`config.mk`:
```
export PLATFORM = sky130hd
export DESIGN_NAME = multicycle_ctrl
export DESIGN_NICKNAME = d
export VERILOG_FILES = /design/src/rtl/multicycle_ctrl.sv
export SDC_FILE = /design/constraint.sdc
export NUM_CORES = 1
export LEC_CHECK = 0
export ABC_AREA = 1
export BUFFER_PORTS_ARGS = -buffer_cell sky130_fd_sc_hd__buf_4
export CORE_MARGIN = 5
export CORE_UTILIZATION = 42
export CTS_CLUSTER_SIZE = 8
export DETAILED_ROUTE_END_ITERATION = 8
export GPL_TIMING_DRIVEN = 0
export PLACE_DENSITY = 0.89
export SLEW_MARGIN = 30
export SYNTH_ARGS = -nofsm -noshare
export SYNTH_HDL_FRONTEND = slang
export SYNTH_SLANG_ARGS = --single-unit
```
`constraint.sdc`:
```
create_clock -name clk -period 1.4 [get_ports clk]
set_input_delay 0.28 -clock clk [delete_from_list [all_inputs] [get_ports clk]]
set_output_delay 0.28 -clock clk [all_outputs]
set_load 0.05 [all_outputs]
```
`src/rtl/multicycle_ctrl.sv`:
```
// rtl/multicycle_ctrl.sv - multi-cycle MIPS control FSM
// Sequences the shared ALU, memory port and register file over several clocks per instruction.
module multicycle_ctrl (
   input  logic       clk,
   input  logic       rst_n,
   input  logic [5:0] op_c,
   input  logic [5:0] funct,
   input  logic       zero,
   input  logic       mem_ready,
   output logic       pc_we,
   output logic       ir_we,
   output logic       iord_c,
   output logic       mw_c,
   output logic       we_c,
   output logic       dest_reg_c,
   output logic       result_c,
   output logic       argA_c,
   output logic [1:0] argB_c,
   output logic [1:0] pc_next_c,
   output logic [3:0] alu_c,
   output logic [3:0] state,
   output logic       instr_done,
   output logic       illegal_op
);

   typedef enum logic [3:0] {
      S_FETCH  = 4'd0,
      S_DECODE = 4'd1,
      S_MEMADR = 4'd2,
      S_MEMRD  = 4'd3,
      S_MEMWB  = 4'd4,
      S_MEMWR  = 4'd5,
      S_EXEC   = 4'd6,
      S_ALUWB  = 4'd7,
      S_BRANCH = 4'd8,
      S_ADDIEX = 4'd9,
      S_ADDIWB = 4'd10,
      S_JUMP   = 4'd11
   } state_t;

   localparam logic [5:0] OP_RTYPE = 6'h00;
   localparam logic [5:0] OP_LW    = 6'h23;
   localparam logic [5:0] OP_SW    = 6'h2B;
   localparam logic [5:0] OP_BEQ   = 6'h04;
   localparam logic [5:0] OP_ADDI  = 6'h08;
   localparam logic [5:0] OP_J     = 6'h02;

   localparam logic [3:0] ALU_AND = 4'b0000;
   localparam logic [3:0] ALU_OR  = 4'b0001;
   localparam logic [3:0] ALU_ADD = 4'b0010;
   localparam logic [3:0] ALU_SUB = 4'b0110;
   localparam logic [3:0] ALU_SLT = 4'b0111;

   state_t     cur_state;
   state_t     nxt_state;
   logic [3:0] funct_alu;

   // Unknown funct codes quietly execute as add rather than trapping.
   always_comb begin
      funct_alu = ALU_ADD;
      case (funct)
         6'h20:   funct_alu = ALU_ADD;
         6'h22:   funct_alu = ALU_SUB;
         6'h24:   funct_alu = ALU_AND;
         6'h25:   funct_alu = ALU_OR;
         6'h2A:   funct_alu = ALU_SLT;
         default: funct_alu = ALU_ADD;
      endcase
   end

   always_comb begin
      nxt_state = S_FETCH;
      case (cur_state)
         S_FETCH:  nxt_state = mem_ready ? S_DECODE : S_FETCH;
         S_DECODE: begin
            case (op_c)
               OP_LW, OP_SW: nxt_state = S_MEMADR;
               OP_RTYPE:     nxt_state = S_EXEC;
               OP_BEQ:       nxt_state = S_BRANCH;
               OP_ADDI:      nxt_state = S_ADDIEX;
               OP_J:         nxt_state = S_JUMP;
               default:      nxt_state = S_FETCH;
            endcase
         end
         S_MEMADR: nxt_state = (op_c == OP_LW) ? S_MEMRD : S_MEMWR;
         S_MEMRD:  nxt_state = mem_ready ? S_MEMWB : S_MEMRD;
         S_MEMWR:  nxt_state = mem_ready ? S_FETCH : S_MEMWR;
         S_EXEC:   nxt_state = S_ALUWB;
         S_ADDIEX: nxt_state = S_ADDIWB;
         default:  nxt_state = S_FETCH;
      endcase
   end

   always_ff @(posedge clk) begin
      if (!rst_n) cur_state <= S_FETCH;
      else        cur_state <= nxt_state;
   end

   always_comb begin
      pc_we      = 1'b0;
      ir_we      = 1'b0;
      iord_c     = 1'b0;
      mw_c       = 1'b0;
      we_c       = 1'b0;
      dest_reg_c = 1'b0;
      result_c   = 1'b0;
      argA_c     = 1'b0;
      argB_c     = 2'b00;
      pc_next_c  = 2'b00;
      alu_c      = 4'b0000;
      instr_done = 1'b0;
      illegal_op = 1'b0;
      state      = cur_state;
      case (cur_state)
         S_FETCH: begin
            argB_c = 2'b01;
            alu_c  = ALU_ADD;
            pc_we  = mem_ready;
            ir_we  = mem_ready;
         end
         S_DECODE: begin
            argB_c = 2'b11;
            alu_c  = ALU_ADD;
            illegal_op = !(op_c == OP_RTYPE || op_c == OP_LW || op_c == OP_SW ||
                           op_c == OP_BEQ || op_c == OP_ADDI || op_c == OP_J);
         end
         S_MEMADR, S_ADDIEX: begin
            argA_c = 1'b1;
            argB_c = 2'b10;
            alu_c  = ALU_ADD;
         end
         S_MEMRD: iord_c = 1'b1;
         S_MEMWB: begin
            we_c       = 1'b1;
            result_c   = 1'b1;
            instr_done = 1'b1;
         end
         S_MEMWR: begin
            iord_c     = 1'b1;
            mw_c       = 1'b1;
            instr_done = mem_ready;
         end
         S_EXEC: begin
            argA_c = 1'b1;
            alu_c  = funct_alu;
         end
         S_ALUWB: begin
            we_c       = 1'b1;
            dest_reg_c = 1'b1;
            instr_done = 1'b1;
         end
         S_BRANCH: begin
            argA_c     = 1'b1;
            alu_c      = ALU_SUB;
            pc_next_c  = 2'b01;
            pc_we      = zero;
            instr_done = 1'b1;
         end
         S_ADDIWB: begin
            we_c       = 1'b1;
            instr_done = 1'b1;
         end
         S_JUMP: begin
            pc_next_c  = 2'b10;
            pc_we      = 1'b1;
            instr_done = 1'b1;
         end
         default: ;
      endcase
      // Reset shows the FETCH selects immediately, with every enable held off.
      if (!rst_n) begin
         pc_we      = 1'b0;
         ir_we      = 1'b0;
         iord_c     = 1'b0;
         mw_c       = 1'b0;
         we_c       = 1'b0;
         dest_reg_c = 1'b0;
         result_c   = 1'b0;
         argA_c     = 1'b0;
         argB_c     = 2'b01;
         pc_next_c  = 2'b00;
         alu_c      = ALU_ADD;
         instr_done = 1'b0;
         illegal_op = 1'b0;
         state      = S_FETCH;
      end
   end

endmodule

```
==> out/qor.yml, run 1 <==
cts:
  cts.sinks: 4
  cts-buffers-inserted: 3
  clock-root-buffer: "clkbuf_4"
  htreeDepth: 1
  ctsLongestPathBuffers: 2
yosys:
  netlist_area_sq_um: 632
  synth_seq_area_share_pct: 12.7
  synth_cell_types: 17
  synth_mux_area_share_pct: 0
  synth_compound_area_share_pct: 7.52
  synth_nets: 148
  synth-xor-area-share_pct: 0
  netlist_instances: 132
  ys_warn_count: 0
  synth_top_family_by_area: "simple AND/OR/NAND/NOR gates"
  avgSynthCellArea_sq_um: 4.79
  synth_simple_gate_area_share_pct: 63.6
  ys_seq_elements: 4
  synthAdderAreaFrac_pct: 0
place:
  dp_hpwl_um: 1810
  post-place-ws_ps: -166
  gp_congestion: 0.832
  place_area_sq_um: 1050
  io_buffers: 35
timing:
  crit_endpoint: "alu_c[0]"
  endpoint_type: "primary output"
floorplanning:
  num_rows: 14
  start_util_pct: 42.9
  dieHeight_um: 48.8
  die_width_um: 48.8
  ioPinCount: 38
outcome:
  status: "stopped before the end"
  haltStage: "global routing (5_1_grt)"
  error: "[ERROR DPL-0038] Utilization greater than 100%, impossible to legalize"
global_route:
  grt_max_degree: 11
through the flow:
stage                     hold slack, ps  instances
after CTS                            462        192
after detailed placement             678        183
after global placement               664        183
after floorplan                      513        132
cell usage after synthesis:
master	count	area share, %
a21oi_1	5	4.0
buf_2	1	0.79
buf_4	2	2.4
conb_1	1	0.59
dfxtp_1	4	13
inv_1	21	12
nand2_1	38	23
nand2_2	1	0.99
nand3_1	15	12
nand4_1	1	0.99
nor2_1	29	17
nor2_2	2	2.0
nor2_4	1	1.8
nor3_1	4	3.2
nor4_1	3	3.0
o211ai_1	1	1.2
o21ai_0	3	2.4
repair_timing:
item,CTS
endpoints found under the hold margin,0
hold buffers,0
pin swaps,7
resized for setup,57
setup buffers,5
setup endpoints to repair,17
cell families after synthesis:
group,after synthesis
and+or+nand+nor,94
buffers and inverters,24
AOI/OAI and AO/OA,9
DFF,4
other,1
==> inputs of run 2 (changes only) <==
CORE_AREA = 5 5 66 68   (was unset)
CORE_MARGIN = unset   (was 5)
CORE_UTILIZATION = unset   (was 42)
CTS_CLUSTER_SIZE = unset   (was 8)
DIE_AREA = 0 0 71 73   (was unset)
PLACE_DENSITY = unset   (was 0.89)
PLACE_DENSITY_LB_ADDON = 0.15   (was unset)
==> run 2 against run 1 <==
The flow now finishes, with violations (setup timing); area after synthesis stayed put; synthesized cell count stayed put.
==> out/qor.yml, run 2 <==
cts:
  cts_tree: "built"
  cts-buffers-inserted: 3  # unchanged
  ctsHoldBuffers: 0  # unchanged
  cts.sinks: 4  # unchanged
  cts.reportedPaths.clkPinSlew_ps: 30
  clock-root-buffer: "clkbuf_8"
  htreeDepth: 1  # unchanged
  ctsLongestPathBuffers: 2  # unchanged
  clk-insertion-delay-late_ps: 220
floorplanning:
  die_width_um: 71  # +46%
  die-area_sq_um: 5180
  start_util_pct: 16.6  # -26 points
  num_rows: 23  # +9
  dieHeight_um: 73  # +50%
  core_region_area_sq_um: 3800
  ioPinCount: 38  # unchanged
pwr:
  clock_power_share_pct: 43.0
  swShare_pct: 33.4
  power_density_nw_per_um2: 399
  intPower_uw: 404
  power_frac_comb_pct: 37.3
  leakagePower_nw: 0.762
  p_seq_share_pct: 19.8
  peakVddDrop_uv: 168
  netSwitchingPower_uw: 202
setup_path:
  r2r_start: "cur_state[3]"
  r2r-end: "cur_state[2]"
  cp-startpoint: "cur_state[1]"
  rr_worst_depth: 10
  cp_cell_sequence: "inv_4 > nor2_4 > nand2_1 > nand2_2 > nor2_1 > o211ai_1 > buf_4"
  cp-end-kind: "output pin"
  cp.arrival_ps: 1400
  critPathKind: "reg2out"
  critPathBufInv: 2
  critPathLaunchType: "flop"
  cpPeakStageDelay_ps: 390
  reg2reg_slack_ps: 60
  required_ps: 1120
  critPathMaxFanout: 6
  cp_slowest_cell: "dfxtp_4"
  path_delay_family: "simple AND/OR/NAND/NOR gates"
timing:
  finalSetupViolCount: 16
  hold-worst-slack_ps: 451
  fin_crit_sh_pct: 120
  rsz0062_at_grt: "yes"
  slew_viol_final: 0
  layout_setup_ws_ps: -277
  clock.fmax_mhz: 596
  hold_viol_final: 0
  fin_skew_ps: 1.64
  finalCriticalPeriod_ps: 1680
  setup_tns_ps: -2960
global_route:
  grt_max_degree: 11
  antenna_found_initial: 0
  grt_pass1_vias: 974
  top_usage_layer: "met2"
  overflow: 0
  grt_util_met3_pct: 1.38
  track_usage_pct: 9.82
  grt_pass1_wl_um: 4130
  met1_usage_pct: 10.4
  use_met2_pct: 19.5
final_layout:
  layout_commonest_cell: "buf_4"
  largest_register_ffs: 4
  regArea_sq_um: 95.1
  syn_to_final_growth_pct: 141
  mostFrequentLayoutCells: "buf_4, nand2_1, nor2_1"
  final_nets: 207
  multi_input_area_sq_um: 677
  fillers: 415
  top_regs: "cur_state: 4 flops"
  drive_above_1_share_pct: 56.3
  final_core_utilization_pct: 40.0
  regMostFlops: "cur_state"
  insertedDiodeCount: 0
  final_cells: 240
yosys:
  netlist_area_sq_um: 632  # unchanged
  synth_nets: 148  # unchanged
  netlist_instances: 132  # unchanged
  synth_seq_area_share_pct: 12.7  # unchanged
  ys_seq_elements: 4  # unchanged
  ys_warn_count: 0  # unchanged
  synth_edf_count: 0  # unchanged
  synth_top_area_cell: "nand2_1"
  async_reset_ff_share_pct: 0  # unchanged
  synth_cell_types: 17  # unchanged
  yosysMostFrequentCell: "nand2_1"
  synth_top_cell_area_share_pct: 22.6  # unchanged
  synthTopCellsByArea: "nand2_1, nor2_1, dfxtp_1"
  avgSynthCellArea_sq_um: 4.79  # unchanged
  ys.flop_type: "dfxtp_1"
  ys_top_cells_by_count: "nand2_1, nor2_1, inv_1, nand3_1, a21oi_1"
routing:
  routed_wirelength_um: 2630
  first_pass_iters: 4
  vias_per_cell: 4.28
  wl_per_cell_um: 11.0
  drc: 0
  vias: 1027
  drtIter0Drc: 26
  drtAntennaViolNets: 0
hold_path:
  hp-class: "in2reg"
  min_path_cells: 5
  hold_path_startpoint: "mem_ready"
  min_to: "cur_state[2]"
place:
  io_buffers: 35  # unchanged
  place_inst: 217  # +19%
  dp_hpwl_um: 1960  # +7.9%
  gp_congestion: 0.782  # -5.9%
  post-place-ws_ps: -203  # -37.0 ps
outcome:
  violations: "setup timing"
  status: "complete, but fails checks"
job:
  max_cap_viol_count: 0
run 2: cell counts after synthesis:
Identical to the previous run, type by type.
run 2: worst max path at each step:
stage	endpoint	slack [ps]	cells past startpoint
2_1_floorplan	pc_we	-360	5
3_3_place_gp	instr_done	-200	7
3_5_place_dp	instr_done	-200	7
4_1_cts	pc_we	-260	6
5_1_grt	alu_c[1]	-360	7
6_report	alu_c[1]	-280	7
run 2: cell families after synthesis:
group | after synthesis | synth area share (%)
AO/OA/AOI/OAI | 9 | 7.52
buffers and inverters | 24 | 15.6
flip-flops | 4 | 12.7
other | 1 | 0.593
AND/OR/NAND/NOR | 94 | 63.6
run 2: per-stage QoR:
stage               power [mW]  instance area (sq um)
floorplan                0.242                    768
global placement         0.305                   1090
detailed placement       0.307                   1090
CTS                      0.589                   1400
global route             0.642                   1520
finish                   0.606                   1520
run 2: worst reg2reg max path: stages, from the launching register on:
cell and delay, ps:
dfxtp_4 390, inv_6 60, buf_6 120, nand2_4 70
nor2_4 50, buf_4 130, buf_4 120, nand2_1 70
nand3_1 70, nor2_1 100, nor2_1 40
run 2: power groups by stage:
stage               registers, mW  logic (mW)  clock network [mW]
detailed placement          0.123       0.184                   0
global placement            0.123       0.182                   0
floorplan                   0.122       0.120                   0
finish                      0.120       0.226               0.260
CTS                         0.120       0.204               0.266
global route                0.121       0.244               0.277
run 2: cell type report:
cell class	instances	share of cell area (%)
Tap cell	50	4.12
Multi-Input combinational cell	104	44.5
Sequential cell	4	6.26
Inverter	21	6.09
Timing Repair Buffer	54	32.9
Buffer	3	3.13
Clock buffer	4	2.96
run 2: what timing repair did:
item | CTS | global route
hold endpoints to repair | 0 | 0
setup endpoints to repair | 17 | 17
resized for setup | 52 | 13
buffers inserted | 9 | 10
pin swaps | 11 | 3
run 2: per-layer routing:
| layer | share of wire, % | up-vias |
|---|---|---|
| met2 | 54 | 33 |
| met1 | 40 | 464 |
| met4 | 0.42 | 0 |
| li1 | - | 528 |
| met5 | 0 | - |
| met3 | 5.5 | 2 |
Power figures use the tool's default switching activity.
==> inputs of run 3 (changes only) <==
==> constraint.sdc (replaced) <==
create_clock -name clk -period 1.4 [get_ports clk]
set_input_delay 0.14 -clock clk [delete_from_list [all_inputs] [get_ports clk]]
set_output_delay 0.14 -clock clk [all_outputs]
set_load 0.05 [all_outputs]
==> run 3 against run 2 <==
Critical path depth unchanged; worst hold slack worse by 110 ps; sequential power about the same; the flow still finishes with violations (setup timing); cell count down 2.5%; highest routed layer unchanged; combinational power down 5%; global-route usage down 0.48 points; core utilization down 2.2 points; fmax up 9.4%; largest cell class unchanged; die area unchanged; clock-buffer cell count unchanged; non-clock buffer count down 6; clock skew about the same.
==> out/qor.yml, run 3 (synthesized netlist as in run 2, its figures left out) <==
outcome:
  status: "complete, but fails checks"
  violations: "setup timing"
final_layout:
  insertedDiodeCount: 0  # unchanged
  layout_commonest_cell: "buf_4"
  regMostFlops: "cur_state"
  largest_register_ffs: 4  # unchanged
  final_core_utilization_pct: 37.8  # -2.2 points
  syn_to_final_growth_pct: 127
  drive_above_1_share_pct: 54.9  # -1.4 points
  mostFrequentLayoutCells: "buf_4, nand2_1, inv_1"
  final_nets: 201  # -2.9%
  top_regs: "cur_state: 4 flops"
  final_cells: 234  # -2.5%
routing:
  first_pass_iters: 4  # unchanged
  vias: 982  # -4.4%
  drtAntennaViolNets: 0  # unchanged
  wl_per_cell_um: 10.5  # -3.9%
  drtIter0Drc: 16  # -38%
  drc: 0  # unchanged
  routed_wirelength_um: 2470  # -6.3%
  vias_per_cell: 4.20  # -1.9%
global_route:
  track_usage_pct: 9.34  # -0.48 points
  antenna_found_initial: 0  # unchanged
  grt_max_degree: 11  # unchanged
  overflow: 0  # unchanged
  grt_pass1_wl_um: 3960  # -4.2%
  grt_pass1_vias: 924  # -5.1%
pwr:
  power_density_nw_per_um2: 414  # +3.9%
  intPower_uw: 393  # -2.7%
  leakagePower_nw: 0.734  # -3.7%
  power_frac_comb_pct: 36.1  # -1.2 points
  p_seq_share_pct: 20.1  # +0.3 points
  peakVddDrop_uv: 242  # +44%
  clock_power_share_pct: 43.8  # +0.8 points
  netSwitchingPower_uw: 201  # -0.51%
  swShare_pct: 33.9  # +0.49 points
cts:
  cts-buffers-inserted: 3  # unchanged
  cts.sinks: 4  # unchanged
  htreeDepth: 1  # unchanged
  clock-root-buffer: "clkbuf_8"
  cts_tree: "built"
  clk-insertion-delay-late_ps: 220  # about the same
  ctsLongestPathBuffers: 2  # unchanged
  cts.reportedPaths.clkPinSlew_ps: 30  # about the same
hold_path:
  hp-class: "in2reg"
floorplanning:
  core_region_area_sq_um: 3800  # unchanged
  ioPinCount: 38  # unchanged
  num_rows: 23  # unchanged
  die-area_sq_um: 5180  # unchanged
  start_util_pct: 16.6  # unchanged
  die_width_um: 71  # unchanged
  dieHeight_um: 73  # unchanged
setup_path:
  cp.arrival_ps: 1390  # about the same
  cp-end-kind: "output pin"
  critPathKind: "reg2out"
  cp_slowest_cell: "dfxtp_4"
  cpPeakStageDelay_ps: 410  # +20 ps
  required_ps: 1260  # +140 ps
  cp_common_cell: "nand2_2"
  critPathMaxFanout: 5  # -1
  critPathLaunchType: "flop"
  cp_cell_sequence: "inv_4 > nor2_4 > nand2_2 > nand2_2 > a21oi_2 > a21oi_4 > buf_6"
place:
  io_buffers: 35  # unchanged
  dp_hpwl_um: 1940  # -0.74%
  place_inst: 217  # unchanged
  gp_congestion: 0.795  # +1.6%
timing:
  finalSetupViolCount: 11  # -5
  hold-worst-slack_ps: 342  # -109 ps
  finalCriticalPeriod_ps: 1530  # -144 ps
  layout_setup_ws_ps: -133  # +144 ps
  clock.fmax_mhz: 652  # +9.4%
  rsz0062_at_grt: "yes"
  hold_viol_final: 0  # unchanged
  fin_crit_sh_pct: 110  # -10 points
  fin_skew_ps: 1.55  # -0.0867 ps
  slew_viol_final: 0  # unchanged
job:
  max_cap_viol_count: 0  # unchanged
[run 3: final timing paths]
kind / start / endpoint / slack [ps] / cells past startpoint
worst max register to register: cur_state[3] / cur_state[1] / 170 / 7
worst max-delay path: cur_state[2] / instr_done / -130 / 7
worst min register to register: cur_state[1] / cur_state[3] / 680 / 3
worst min-delay path: mem_ready / cur_state[2] / 340 / 5
[run 3: critical path: cells and delay by family, from the launching register on]
| kind | cells | cell delay [ps] |
|---|---|---|
| and+or+nand+nor | 3 | 350 |
| buffers and inverters | 2 | 230 |
| AOI/OAI and AO/OA | 2 | 190 |
| DFF | 1 | 410 |
[run 3: through the flow]
stage | instance area (sq um) | total power, mW | setup TNS [ps] | setup slack [ps]
after floorplan | 757 | 0.237 | -478 | -231
after global placement | 1080 | 0.301 | -457 | -113
after detailed placement | 1080 | 0.302 | -412 | -99.7
after CTS | 1350 | 0.589 | -868 | -114
after global routing | 1440 | 0.623 | -1870 | -197
final | 1440 | 0.594 | -985 | -133
[run 3: power groups by stage]
stage | logic [mW] | registers [mW] | clock network [mW]
after floorplan | 0.115 | 0.122 | 0
after global placement | 0.178 | 0.123 | 0
after detailed placement | 0.180 | 0.123 | 0
after CTS | 0.203 | 0.121 | 0.265
after global routing | 0.232 | 0.120 | 0.271
final | 0.214 | 0.119 | 0.260
[run 3: cell type report]
| cell class | count | area (sq um) |
|---|---|---|
| inverter | 21 | 88.8 |
| buffer | 3 | 22.5 |
| sequential | 4 | 95.1 |
| fill | 418 | 2360 |
| multi-input combinational | 104 | 681 |
| clock buffer | 4 | 45.0 |
| timing repair buffer | 48 | 440 |
| tap | 50 | 62.6 |
[run 3: metal layers]
layer / GRT usage [%] / part of all wire [%]
met1: 10.6 / 40
met2: 17.3 / 53
met3: 1.52 / 6.2
met4: 3.76 / 0.81
met5: 0 / 0
[run 3: repair_timing]
action | 4_1_cts | 5_1_grt
gates resized for setup | 48 | 11
buffers inserted | 9 | 4
pin swaps | 10 | 6
endpoints found under the setup margin | 12 | 14
hold buffers | 0 | 0
